$ cat src/rtl/cpu_types_pkg.sv
// Shared CPU-side types: machine word and the RAM handshake status.
package cpu_types_pkg;

    localparam int unsigned WORD_W = 32;

    typedef logic [WORD_W-1:0] word_t;

    // Status reported by the RAM model each cycle; only ACCESS completes a transfer.
    typedef enum logic [1:0] {
        FREE   = 2'd0,
        BUSY   = 2'd1,
        ACCESS = 2'd2,
        ERROR  = 2'd3
    } ramstate_t;

endpackage

$ cat src/rtl/diaosi_types_pkg.sv
// Types local to the memory arbiter.
package diaosi_types_pkg;

    typedef enum logic [1:0] {
        ARB_IDLE = 2'd0,
        ARB_D    = 2'd1,
        ARB_I    = 2'd2
    } arb_state_t;

endpackage

$ cat src/rtl/mem_arbiter.sv
// Memory arbiter: shares one RAM port between an icache (single-word reads)
// and a dcache (BLOCK_WORDS-word block transfers). The dcache wins
// simultaneous requests until it has completed STARVE_LIMIT blocks while the
// icache waited; the icache is then forced in. Grants are never preempted.
//
// Ports:
//   CLK, nRST             clock, asynchronous active-low reset
//   iREN, iaddr           icache read request and word address
//   iwait, iload          icache stall (low only on completion) and read data
//   dREN, dWEN            dcache read / write request
//   daddr, dstore         dcache address and write data
//   dwait, dload          dcache stall (low only on completion) and read data
//   ramREN, ramWEN        RAM read / write strobes
//   ramaddr, ramstore     RAM address and write data
//   ramload, ramstate     RAM read data and handshake status
//
// State is registered; the RAM and cache-side outputs decode combinationally
// from the state so a grant drives the RAM one cycle after the request.
module mem_arbiter
    import cpu_types_pkg::*;
    import diaosi_types_pkg::*;
#(
    parameter int unsigned STARVE_LIMIT = 4,
    parameter int unsigned BLOCK_WORDS  = 2
) (
    input  logic        CLK,
    input  logic        nRST,

    input  logic        iREN,
    input  logic [31:0] iaddr,
    output logic        iwait,
    output logic [31:0] iload,

    input  logic        dREN,
    input  logic        dWEN,
    input  logic [31:0] daddr,
    input  logic [31:0] dstore,
    output logic        dwait,
    output logic [31:0] dload,

    output logic        ramREN,
    output logic        ramWEN,
    output logic [31:0] ramaddr,
    output logic [31:0] ramstore,
    input  logic [31:0] ramload,
    input  logic [1:0]  ramstate
);

    localparam int unsigned WCW = $clog2(BLOCK_WORDS) + 1;
    localparam int unsigned SCW = $clog2(STARVE_LIMIT) + 1;

    arb_state_t     state;
    logic [WCW-1:0] word_cnt;
    logic [SCW-1:0] starve_cnt;

    logic d_req;
    logic go_d;
    logic ram_done;
    logic last_word;
    logic starved;

    assign d_req     = dREN | dWEN;
    assign ram_done  = (ramstate == 2'(ACCESS));
    assign last_word = (word_cnt == WCW'(BLOCK_WORDS - 1));
    assign starved   = (starve_cnt >= SCW'(STARVE_LIMIT));
    // dcache keeps priority until the icache has been starved long enough.
    assign go_d      = d_req & (~iREN | ~starved);

    // Read data is broadcast; each cache samples it on its own completion cycle.
    assign iload = ramload;
    assign dload = ramload;

    // State, beat counter and starvation counter.
    always_ff @(posedge CLK or negedge nRST) begin
        if (!nRST) begin
            state      <= ARB_IDLE;
            word_cnt   <= '0;
            starve_cnt <= '0;
        end else begin
            case (state)
                ARB_IDLE: begin
                    if (go_d) begin
                        state <= ARB_D;
                    end else if (iREN) begin
                        state <= ARB_I;
                    end
                end

                ARB_D: begin
                    // A dropped request abandons the rest of the block.
                    if (!d_req) begin
                        state    <= ARB_IDLE;
                        word_cnt <= '0;
                    end else if (ram_done) begin
                        if (last_word) begin
                            state    <= ARB_IDLE;
                            word_cnt <= '0;
                            if (iREN && !starved) begin
                                starve_cnt <= starve_cnt + SCW'(1);
                            end
                        end else begin
                            word_cnt <= word_cnt + WCW'(1);
                        end
                    end
                end

                ARB_I: begin
                    if (!iREN) begin
                        state <= ARB_IDLE;
                    end else if (ram_done) begin
                        state      <= ARB_IDLE;
                        starve_cnt <= '0;
                    end
                end

                default: begin
                    state    <= ARB_IDLE;
                    word_cnt <= '0;
                end
            endcase
        end
    end

    // Output decode from the current owner.
    always_comb begin
        ramREN   = 1'b0;
        ramWEN   = 1'b0;
        ramaddr  = '0;
        ramstore = '0;
        iwait    = 1'b1;
        dwait    = 1'b1;
        case (state)
            ARB_D: begin
                ramaddr  = daddr;
                ramstore = dstore;
                ramWEN   = dWEN;
                ramREN   = dREN & ~dWEN;
                dwait    = ~ram_done;
            end
            ARB_I: begin
                ramaddr = iaddr;
                ramREN  = 1'b1;
                iwait   = ~ram_done;
            end
            default: begin
            end
        endcase
    end

endmodule

$ cat config.mk
export PLATFORM = sky130hd
export DESIGN_NAME = mem_arbiter
export DESIGN_NICKNAME = d
export VERILOG_FILES = /design/src/rtl/cpu_types_pkg.sv /design/src/rtl/diaosi_types_pkg.sv /design/src/rtl/mem_arbiter.sv
export SDC_FILE = /design/constraint.sdc
export NUM_CORES = 1
export LEC_CHECK = 0
export CAP_MARGIN = 40
export CORE_AREA = 2 2 104 106
export DETAILED_ROUTE_END_ITERATION = 6
export DIE_AREA = 0 0 106 108
export PLACE_DENSITY = 0.73
export SLEW_MARGIN = 20
export SYNTH_ARGS = -nofsm -noshare
export SYNTH_HDL_FRONTEND = slang
export SYNTH_SLANG_ARGS = --single-unit
export TNS_END_PERCENT = 5
$ cat constraint.sdc
create_clock -name CLK -period 1.6 [get_ports CLK]
set_input_delay 0.24 -clock CLK [delete_from_list [all_inputs] [get_ports CLK]]
set_output_delay 0.24 -clock CLK [all_outputs]
set_load 0.005 [all_outputs]
Word-level counts from Yosys, hierarchy flattened
Index checks and enable logic that the tools add are counted.

word-level totals
  register bits = 7
  bits of input ports = 135
  output and inout bits = 132
  logic and storage cells = 62

cells by class
  add/subtract/negate cells = 2
  order comparisons = 1
  eq/ne operators = 14
  multiplexer cells = 25
  bitwise gates (word level) = 9
  reductions and logical operators = 8

operator list
  kind                                                                    number
  32-bit case mux with 2 select lines                                     1
  32-bit two-way mux                                                      1
  2-bit two-way mux                                                       10
  3-bit two-way mux                                                       6
  2-bit != test (second input constant)                                   6
  3-bit != test (second input constant)                                   4
  7-bit AND reduction                                                     1
  2-bit case mux with 3 select lines                                      1
  3-bit case mux with 2 select lines                                      1
  1-bit NOT                                                               5
  2-bit by 1-bit equality test with 1-bit output (second input constant)  2
  2-bit equality test (second input constant)                             2
  2-bit case mux with 2 select lines                                      1
  4-bit AND reduction                                                     1
  3-bit by 1-bit adder with 3-bit output (second input constant)          1
  3-bit >= comparator (second input constant)                             1
  1-bit two-way mux                                                       3
  2-bit by 1-bit adder with 2-bit output (second input constant)          1
  1-bit bitwise AND                                                       2
  2-bit zero test                                                         1
  1-bit OR                                                                2
  1-bit case mux with 2 select lines                                      1
  2-bit AND reduction                                                     1
  2-bit nonzero test                                                      1
  3 further kinds                                                         3

Longest topological paths before layout
  depth after elaboration = 8
  depth in mapped cells = 7
  depth with buffers taken out = 6

Least setup slack after synthesis
Ideal clock, no wire load.

  kind = reg-to-output
  start = register state[0]
  end = output port ramaddr[0]
  data arrival time = 1.297 ns
  data required time = 1.360 ns
  path slack = 0.063 ns
  stages on the path, launching flop included = 7
  buffers on the path = 2
  cells stage by stage = dfrtp_1 -> inv_1 -> ha_1 -> buf_6 -> clkbuf_1 -> a22oi_1 -> nor2b_1

between the ends
  word-level cells in the longest chain between the ends = 2
  elaborated cells between the ends (all ways) = 3
  those cells by class = 2 x eq/ne; 1 x mux

ends and longest elaborated chain
  what                                                                                   line                text
  from (decl)                                                                            mem_arbiter.sv:52   arb_state_t state;
  from (signal assigned)                                                                 mem_arbiter.sv:76   state <= ARB_IDLE;
  from (signal assigned)                                                                 mem_arbiter.sv:83   state <= ARB_D;
  from (signal assigned)                                                                 mem_arbiter.sv:85   state <= ARB_I;
  2-bit equality test or 2-bit by 1-bit equality test with 1-bit output (tied branches)  mem_arbiter.sv:132  case (state)
  32-bit case mux with 2 select lines (*)                                                mem_arbiter.sv:132
  to (decl)                                                                              mem_arbiter.sv:43   output logic [31:0] ramaddr,

Every way passes the cells marked *; elsewhere a longest branch is shown, timed or not.

Worst setup path after layout
  start = register state[0]
  end = output port ramWEN

between the ends
  word-level cells in the longest chain between the ends = 2

ends and longest elaborated chain
  what                                            line                text
  2-bit by 1-bit equality test with 1-bit output  mem_arbiter.sv:132
  1-bit two-way mux                               mem_arbiter.sv:132
  to (decl)                                       mem_arbiter.sv:42   output logic ramWEN,

No other way between the ends.

==> metrics.md <==
| Metric | Value |
|---|---|
| Worst Path Arrival | `1620 ps` |
| Die width | `106 um` |
| Detailed Routing Iterations Pass 1 | `4` |
| Gpl congestion | `0.754` |
| First-pass GRT wire length | `12.3 mm` |
| Num CTS Buffers | `3` |
| R2R setup slack | `-210 ps` |
| Crit path from | `state[0]$_DFFE_PN0P_` |
| Synthesized flop and latch total | `7` |
| Post-route cell area | `3860 um^2` |
| Psw | `2.04 mW` |
| Area contributors post-synth | `buf_4 27%, a22oi_1 14%, and2_1 12%` |
| Setup TNS | `-12330 ps` |
| Seq/Total Area, Yosys | `0.0989` |
| Critical-path cell list | `buf_6 -> ha_4 -> buf_4 -> buf_16 -> and2_1 -> dlygate4sd2_1` |
| Root Driver | `clkbuf_8` |
| Outcome | `finished with violations` |
| Final WL | `8.63 mm` |
| Clock power share | `0.045` |
| Reg2reg path depth | `7` |
| Initial core utilization | `0.173` |
| Antenna violations before repair | `0` |
| All-Layer GR Usage | `0.138` |
| Largest net degree at the start of global routing | `17` |
| Ys Warns | `0` |
| Sequential share of power | `0.055` |
| Clk_skew | `1.04 ps` |
| Post-Place Cells | `477` |
| Final hold viol count | `0` |
| TritonCTS Sinks | `7` |
| Core area | `10200 um^2` |
| Hold slack | `283 ps` |
| Iteration-0 DRC Markers | `55` |
| Crit Path Max Fanout | `10` |
| Logic pwr share | `0.900` |
| Reg2reg start | `state[1]$_DFFE_PN0P_` |
| Chip height | `108 um` |
| Main flop type after synthesis | `dfrtp_1` |
| Switching share of total power | `0.374` |
| Clock Latency Late Sink | `220 ps` |
| # rows | `37` |
| DRC viols | `0` |
| Worst Path Required | `1360 ps` |
| CTS Hold Buffers Added | `0` |
| Async set-or-reset flop fraction in the synthesized netlist | `1.00` |
| DP Area | `3290 um^2` |
| Share of cells above drive strength 1 | `0.513` |
| Max Slew Vio Count | `0` |
| RSZ-0062 raised after global routing | `true` |
| Period minus WS final | `1860 ps` |
| CP endpoint kind | `output port` |
| Power, Total | `5.47 mW` |
| Critical Path End | `ramWEN` |
| Routed vias | `2152` |
| IO Port Bufs | `170` |
| Worst slew pin tran | `332 ps` |
| Peak Freq | `537 MHz` |
| Fin nets | `514` |
| Worst-path clk slew | `40 ps` |
| VDD IR max | `0.517 mV` |
| Syn Nets | `372` |
| Top-Level Pins | `267` |
| Syn Inst Count | `231` |
| Largest area contributor in the netlist | `buf_4` |
| Deepest clock path buffer count | `2` |
| Area Growth Syn to Fin | `118%` |
| Fill cells | `1038` |
| Yosys cell types | `33` |
| Layout Cells excl Fill | `508` |
| Leakage power | `1.64 nW` |
| Routed vias/inst | `4.24` |
| Number of global-route vias before repair | `2334` |
| Internal Pwr Total | `3.42 mW` |
| DP Worst Slack | `-349 ps` |
| Worst path slowest cell | `dfrtp_1` |
| Routed Antenna Nets | `0` |
| Mapped Area | `1770 um^2` |
| Grt ovf | `0` |
| # diodes | `0` |
| Critical path startpoint category | `register` |
| Reg2reg end | `starve_cnt[1]$_DFFE_PN0P_` |
| Critical path type | `register to output port` |
| Core Util, Final | `0.377` |
| Setup violators final | `73` |
| Routed length per placed instance | `17.0 um` |
| Power per cell area | `1420 nW/um^2` |
| Worst min path class | `primary input to asynchronous set/reset pin` |
| CTS tree | `built` |
| Die area | `11400 um^2` |
| Max Cap Viol | `0` |
| Number of synthesized flops with an enable pin | `0` |
| Peak per-stage delay on the critical path | `390 ps` |
| DP HPWL | `5.89 mm` |
| Failing checks | `setup timing` |
| Tcrit/Tclk final | `1.16` |
| Setup ws final | `-261 ps` |
| Slew Limit Headroom | `0.778` |
| Mean Syn Cell Area | `7.67 um^2` |
| H-tree depth | `1` |
| Yosys top cell area share | `0.271` |
## power groups by stage
| stage | clock [mW] | combinational, mW | sequential, mW |
|---|---|---|---|
| finish | 0.245 | 4.92 | 0.302 |
| global route | 0.259 | 5.27 | 0.307 |
| CTS | 0.249 | 4.70 | 0.298 |
| detailed placement | 0 | 3.27 | 0.298 |
| global placement | 0 | 3.20 | 0.292 |
| floorplan | 0 | 1.62 | 0.288 |
## worst max-delay path: cells and delay by family (launching register included)
kind,cells,cell delay [ps]
simple gates,1,150
flops,1,390
buf+inv,4,670
fa+ha+maj,1,180
## synth_stat cells, types with 2 or more instances
cell / instances
buf_4: 64
and2_1: 33
nor2b_1: 33
a22oi_1: 32
clkbuf_1: 10
dfrtp_1: 7
ha_1: 6
nand2_1: 6
a21oi_1: 3
buf_2: 3
mux2i_1: 3
nand2b_1: 3
nor2_1: 3
o21a_1: 3
inv_1: 2
mux2_4: 2
o21ai_0: 2
## layer usage
layer / global-route usage / vias to the layer above / part of all wire
li1: - / 992 / -
met1: 0.138 / 1001 / 0.34
met2: 0.282 / 132 / 0.57
met3: 0.0259 / 27 / 0.064
met4: 0.0479 / 0 / 0.030
met5: 0 / - / 0
## cell type report
type	count	area, um^2	share of cell area
Timing Repair Buffer	215	2060	0.535
Multi-Input combinational cell	144	1400	0.362
Sequential cell	7	175	0.0454
Tap cell	136	170	0.0441
Clock buffer	4	45.0	0.0117
Inverter	2	7.51	0.00195
## cell usage in the layout (no fill, tap or decap), types with 2 or more instances in the layout
master,synthesis,final
buf_12,0,7
nor2b_4,1,17
a22oi_2,0,31
ha_1,6,2
buf_4,64,19
inv_2,0,2
mux2i_1,3,3
dfrtp_1,7,7
bufbuf_16,0,2
clkbuf_8,0,3
o21a_1,3,3
clkdlybuf4s15_2,0,3
mux2_4,2,2
a21oi_1,3,3
buf_16,0,5
and2_1,33,25
buf_6,1,16
and2_4,0,8
nor2b_1,33,15
nand2_1,6,5
nor2b_2,0,2
clkbuf_2,0,17
nor2_1,3,3
nand2b_4,1,2
dlygate4sd2_1,0,2
clkdlybuf4s50_1,0,102
buf_2,3,40
ha_4,0,3
o21ai_1,0,2
nand2b_1,3,2
## sequential cells by signal, indices dropped and copies added (netlist names)
register and cells:
state 2, starve_cnt 3, word_cnt 2
## kinds of logic after synthesis
logic type	after synthesis	synth area share
muxes	6	0.0403
adders and majority gates	6	0.0424
buffers and inverters	80	0.311
and+or+nand+nor	87	0.320
DFF	7	0.0989
AOI/OAI and AO/OA	45	0.187
## what timing repair did
item / 4_1_cts / 5_1_grt
pin swaps: 17 / 4
endpoints found under the setup margin: 74 / 75
cloned: 9 / 1
setup buffers: 16 / 3
resized for setup: 262 / 85
## how the worst min path moves through the flow
stage,to,slack [ps],cells past startpoint,start
2_1_floorplan,starve_cnt[0]$_DFFE_PN0P_,-60,0,nRST
3_3_place_gp,dload[29],480,0,ramload[29]
3_5_place_dp,dload[29],480,0,ramload[29]
4_1_cts,starve_cnt[2]$_DFFE_PN0P_,300,1,nRST
5_1_grt,starve_cnt[1]$_DFFE_PN0P_,310,1,nRST
6_report,starve_cnt[1]$_DFFE_PN0P_,280,1,nRST
Power figures use the tool's default switching activity.
